==> src/rtl/board_scan_reader.sv <==
// Reader side of the 144-bit board bus: once per frame period the board is
// snapshotted and every cell is streamed in raster order over valid/ready.
module board_scan_reader #(
  parameter int FRAME_DIV = 833333,
  parameter int COLS      = 8,
  parameter int ROWS      = 18
) (
  input  logic         clk,
  input  logic         rst_n,
  input  logic [143:0] data_updated,
  output logic         cell_valid,
  input  logic         cell_ready,
  output logic [2:0]   cell_x,
  output logic [4:0]   cell_y,
  output logic         cell_on,
  output logic         draw_finish,
  output logic         frame_overrun
);

  localparam int               DIV_W    = (FRAME_DIV > 1) ? $clog2(FRAME_DIV) : 1;
  localparam logic [DIV_W-1:0] DIV_LAST = DIV_W'(FRAME_DIV - 1);
  localparam logic [DIV_W-1:0] DIV_ONE  = DIV_W'(1);
  localparam logic [2:0]       X_LAST   = 3'(COLS - 1);
  localparam logic [4:0]       Y_LAST   = 5'(ROWS - 1);

  typedef enum logic [1:0] {
    IDLE  = 2'd0,
    LATCH = 2'd1,
    SCAN  = 2'd2,
    DONE  = 2'd3
  } state_t;

  state_t           state;
  state_t           state_next;
  logic [DIV_W-1:0] div_count;
  logic             tick;
  logic [143:0]     snapshot;
  logic [7:0]       cell_index;
  logic             beat_accept;
  logic             last_cell;

  // Free-running frame divider; it never pauses, so frame timing is independent of the scan.
  always_ff @(posedge clk or negedge rst_n) begin
    if (!rst_n) begin
      div_count <= '0;
    end else if (div_count == DIV_LAST) begin
      div_count <= '0;
    end else begin
      div_count <= div_count + DIV_ONE;
    end
  end

  assign tick        = (div_count == DIV_LAST);
  assign cell_index  = {cell_y, 3'b000} + {5'b00000, cell_x};
  assign beat_accept = cell_valid && cell_ready;
  assign last_cell   = (cell_x == X_LAST) && (cell_y == Y_LAST);

  always_ff @(posedge clk or negedge rst_n) begin
    if (!rst_n) begin
      state <= IDLE;
    end else begin
      state <= state_next;
    end
  end

  always_comb begin
    state_next = state;
    case (state)
      IDLE:    if (tick) state_next = LATCH;
      LATCH:   state_next = SCAN;
      SCAN:    if (beat_accept && last_cell) state_next = DONE;
      DONE:    state_next = IDLE;
      default: state_next = IDLE;
    endcase
  end

  always_comb begin
    cell_valid    = 1'b0;
    draw_finish   = 1'b0;
    cell_on       = 1'b0;
    frame_overrun = tick && (state != IDLE);
    case (state)
      SCAN: begin
        cell_valid = 1'b1;
        cell_on    = snapshot[cell_index];
      end
      DONE:    draw_finish = 1'b1;
      default: ;
    endcase
  end

  // The position wraps back to (0,0) after the final cell so cell_y never reaches ROWS.
  always_ff @(posedge clk or negedge rst_n) begin
    if (!rst_n) begin
      snapshot <= '0;
      cell_x   <= '0;
      cell_y   <= '0;
    end else if (state == LATCH) begin
      snapshot <= data_updated;
      cell_x   <= '0;
      cell_y   <= '0;
    end else if (beat_accept) begin
      if (last_cell) begin
        cell_x <= '0;
        cell_y <= '0;
      end else if (cell_x == X_LAST) begin
        cell_x <= '0;
        cell_y <= cell_y + 5'd1;
      end else begin
        cell_x <= cell_x + 3'd1;
      end
    end
  end

endmodule

==> config.mk <==
export PLATFORM = sky130hd
export DESIGN_NAME = board_scan_reader
export DESIGN_NICKNAME = d
export VERILOG_FILES = /design/src/rtl/board_scan_reader.sv
export SDC_FILE = /design/constraint.sdc
export NUM_CORES = 1
export LEC_CHECK = 0
export CAP_MARGIN = 10
export CORE_ASPECT_RATIO = 1.25
export CORE_MARGIN = 2
export CORE_UTILIZATION = 40
export DETAILED_ROUTE_END_ITERATION = 10
export GPL_TIMING_DRIVEN = 1
export PLACE_DENSITY = 0.67
export RECOVER_POWER = 50
export SYNTH_ARGS = -nofsm -noshare
export SYNTH_HDL_FRONTEND = slang
export SYNTH_SLANG_ARGS = --single-unit
==> constraint.sdc <==
create_clock -name clk -period 2.65 [get_ports clk]
set_clock_uncertainty 0.1 [all_clocks]
set_input_delay 0.53 -clock clk [delete_from_list [all_inputs] [get_ports clk]]
set_output_delay 0.53 -clock clk [all_outputs]
set_load 0.03 [all_outputs]
; ---- Word level (Yosys, flattened, before mapping)
; Cells that the tools add are included.
[word_totals]
wordCells = 45
latchBits = 0
ram_bits = 0
romBits = 0
mem_count = 0
in_bits = 147
out_inout_bits = 12
regBits = 174
[classes]
mul = 0
n_lt_le_gt_ge = 1
addsub = 4
mux = 17
reduce_logical = 10
eq_ne = 8
n_div = 0
bitwise_logic = 0
shift = 0
[op_table]
columns = cell, count
row1 = $add A20 B1 Y20 const B, 1
row2 = $eq A20 B20 Y1 const B, 1
row3 = $mux W20, 1
row4 = $mux W5, 4
row5 = $mux W3, 4
row6 = $lt A8 B9 Y1 const B, 1
row7 = $add A8 B3 Y8, 1
row8 = $bmux W1 S8, 1
row9 = $pmux W2 S4, 1
row10 = $add A5 B1 Y5 const B, 1
row11 = $eq A5 B5 Y1 const B, 1
row12 = $eq A2 B2 Y1 const B, 2
row13 = $logic_and A1 B1 Y1, 4
row14 = $mux W1, 4
row15 = $mux W2, 2
row16 = $ne A2 B2 Y1 const B, 2
row17 = $reduce_and A2 Y1, 2
row18 = $reduce_bool A2 Y1, 2
row19 = $add A3 B1 Y3 const B, 1
row20 = $eq A3 B3 Y1 const B, 1
row21 = $reduce_bool A3 Y1, 1
row22 = $eq A2 B1 Y1 const B, 1
row23 = $logic_not A2 Y1, 1

; ---- Longest topological paths before layout
[logic_depth]
word_depth = 6
ltp_mapped = 10

; ---- Worst setup path before layout
; No wires, ideal clock.
[synth_path]
kind = reg2out
startpoint = reg cell_x[0]
endpoint = out cell_on
n_path_buf = 2
slack_ps = -528
arrival_time_ps = 2548
path_stages_with_launch = 8
path_cell_list = dfrtp_1 -> buf_2 -> buf_6 -> mux4_2 -> a211oi_1 -> nor4_1 -> o41ai_1 -> a21boi_1
[synth_between]
elab_chain_cells = 4
[synth_lines]
columns = item, line
row1 = start: declaration, 13  ; output logic [2:0] cell_x,
row2 = start signal: assignment, 110  ; cell_x <= cell_x + 3'd1;
row3 = $add A8 B3 Y8, 54  ; assign cell_index = {cell_y, 3'b000} + {5'b00000, cell_x};
row4 = $bmux W1 S8, 85  ; cell_on = snapshot[cell_index];
row5 = $mux W1 (not written as such), 85
row6 = $mux W1, 82  ; case (state)
row7 = end: declaration, 15  ; output logic cell_on,
; Every way passes these cells. The select of a mux whose other input is x is not followed.

; ---- Worst setup path after layout
[layout_path]
startpoint = reg cell_x[1]
endpoint = out cell_on
; Same word-level chain as after synthesis.

==> results.md <==
- Initial Util: 40.8%
- IO Count: 159
- Pwr Total: 5470 µW
- Critical Path RT: 2020 ps
- Grt met2 use: 33.2%
- Number of global-route vias before repair: 6122
- Root Buffer: clkbuf_16
- NumNets Final: 952
- Outcome: finished, violations left
- Final WS setup: -579 ps
- Post-Synthesis Mean Instance Area: 13.8 µm²
- Max clock buf depth: 2
- Synth top area cells: dfrtp_1, mux2_2, mux4_2
- GR Util met1: 24.6%
- R2R depth: 8
- WS Path Type: reg -> out
- Worst Hold End: snapshot[27]
- Synth Flop Type: dfrtp_1
- Worst Hold Class: reg -> reg
- Most frequent cells in the layout: dfrtp_1, clkdlybuf4s50_1, mux2_2
- P_leak: 0.00511 µW
- Synth top area share: 52.9%
- Max-slew headroom: 8.21%
- Pwr/cell area: 489 nW/µm²
- F_max: 0.310 GHz
- First DRT Iteration DRCs: 274
- Setup crit end kind: primary output
- Initial antenna violation count: 0
- Largest net degree at the start of global routing: 63
- Area growth from synthesis to layout: 35.8%
- Slack of the worst reg-to-reg path: 190 ps
- GP Congestion: 0.866
- Reg clk slew, reported paths: 70 ps
- Most crowded layer after global routing: met2
- Fin util: 55.4%
- Total wire length: 20.3 mm
- GRT Resource Usage Total: 19.4%
- Failing checks: negative setup slack
- Worst-Skew Late Latency: 430 ps
- Largest area contributor in the netlist: dfrtp_1
- Count of cell types in the netlist: 56
- Worst slew pin tran: 1380 ps
- Final period utilization: 122%
- Max Cap Viol: 0
- Post-synthesis cell area: 8240 µm²
- CP Launch Type: flop
- H-Tree Depth: 4
- Critical path peak fanout: 3
- RSZ-0062 raised after global routing: true
- Crit path DAT: 2600 ps
- Antenna Nets Post-Route: 0
- Syn Inst Count: 599
- Die Span Y: 164 µm
- Placed wire-length estimate: 15.1 mm
- First drt pass iteration count: 4
- Final instance count without filler cells: 1079
- Setup_tns: -579 ps
- Setup violators final: 1
- Wire length per cell: 18.8 µm
- Synth Net Count: 756
- DR DRC count: 0
- Reg-to-reg critical path endpoint: state[1]
- CTS tree: built
- Tmin final: 3230 ps
- Register area share after synthesis: 52.9%
- Gr ovfl total: 0
- First-pass GRT wire length: 32.4 mm
- Placed cell area: 10400 µm²
- Worst Min Path Start: snapshot[27]
- FILL cells: 1711
- Core ar.: 20200 µm²
- Reg-to-reg startpoint: div_count[9]
- Via count: 5634
- Inst Count DP: 1031
- Cts bufs inserted: 17
- Via density: 5.22
- # port buffers: 158
- Total clock sinks: 174
- Die Wd: 132 µm
- Std cell rows: 58
- Met3 usage: 3.99%
- Flops & latches, synth: 174
- Most common library cell in the layout ignoring fill and taps: dfrtp_1
- Post-synth EDFFs: 0
- Asr flop ratio synth: 100%
- Yosys warns: 0
- Cell area after layout: 11200 µm²
- Share of layout cells above drive strength 1: 34.7%
- Worst Hold Depth: 1
- Peak supply drop: 440 µV
- Die Area: 21800 µm²
- Fin. Hold Viols: 0
- Fin. max-slew vios: 0
==> through the flow <==
step | hold slack [ps] | setup slack, ps
after floorplan | 134 | -142
after global placement | 386 | -151
after detailed placement | 390 | -195
after CTS | 404 | -574
after global routing | 424 | -643
final | 405 | -579
==> synth_stat cells, drive strengths merged, types with 3 or more instances <==
library cell	instances
nor4	3
inv	9
nor2	32
o22ai	3
a22oi	3
o21ai	5
nand3	16
xnor2	5
mux2	146
nor3	8
nor2b	7
nand4	3
buf	15
ha	10
nand2b	4
clkbuf	22
and3	3
mux2i	28
o31ai	4
mux4	25
a211oi	3
xor2	13
nand2	21
dfrtp	174
a21oi	7
==> logic make-up after synthesis <==
group,share of synthesized area [%]
flip-flops,52.9
AO/OA/AOI/OAI,3.51
adder cells (fa/ha/maj),1.52
multiplexers,30.5
buffers and inverters,2.76
XOR/XNOR,1.91
AND/OR/NAND/NOR,6.97
==> state kept, by name, summed over array words and instances (netlist names) <==
| name | count |
|---|---|
| snapshot | 144 |
| cell_x | 3 |
| div_count | 20 |
| cell_y | 5 |
| state | 2 |
==> how the worst max path moves through the flow <==
stage / from / endpoint / cells past startpoint
floorplan: cell_x[2] / cell_on / 8
global placement: cell_x[1] / cell_on / 8
detailed placement: cell_x[2] / cell_on / 9
CTS: cell_x[1] / cell_on / 7
global route: cell_x[1] / cell_on / 10
finish: cell_x[1] / cell_on / 9
==> routing by layer <==
layer / up-vias / wire length [µm] / share of wire, %
met5: - / 0 / 0
met4: 0 / 381 / 1.9
met3: 19 / 874 / 4.3
met2: 139 / 10400 / 51
met1: 2888 / 8610 / 42
li1: 2588 / - / -
==> area by class of cell <==
type / count / area (µm²) / share of cell area [%]
sequential: 174 / 4360 / 39.0
inverter: 9 / 33.8 / 0.302
clock inverter: 14 / 153 / 1.36
tap: 270 / 338 / 3.02
timing repair buffer: 214 / 2110 / 18.8
clock buffer: 18 / 439 / 3.93
antenna: 1 / 2.50 / 0.0224
multi-input combinational: 379 / 3750 / 33.6
==> critical path: stages (launching register included) <==
cell and delay, ps:
dfrtp_2 370, buf_4 140, buf_4 130, mux4_2 510, mux2i_2 220, nand2_1 110
o2111a_1 180, a2111oi_4 250, a21boi_4 110, buf_12 150
==> where the power goes <==
part | total [µW] | internal, µW | switching (µW)
clock network | 2530 | 1430 | 1100
registers | 2650 | 2650 | 0
logic | 288 | 192 | 95.8
==> repair_timing <==
| action | CTS | global route |
|---|---|---|
| gates resized for setup | 15 | 8 |
| setup buffers | 9 | 5 |
| pin swaps | 3 | 6 |
| setup endpoints to repair | 3 | 2 |
| hold buffers | 1 | 0 |
| endpoints found under the hold margin | 52 | 0 |
No activity file was read; power rests on OpenSTA's default activity.
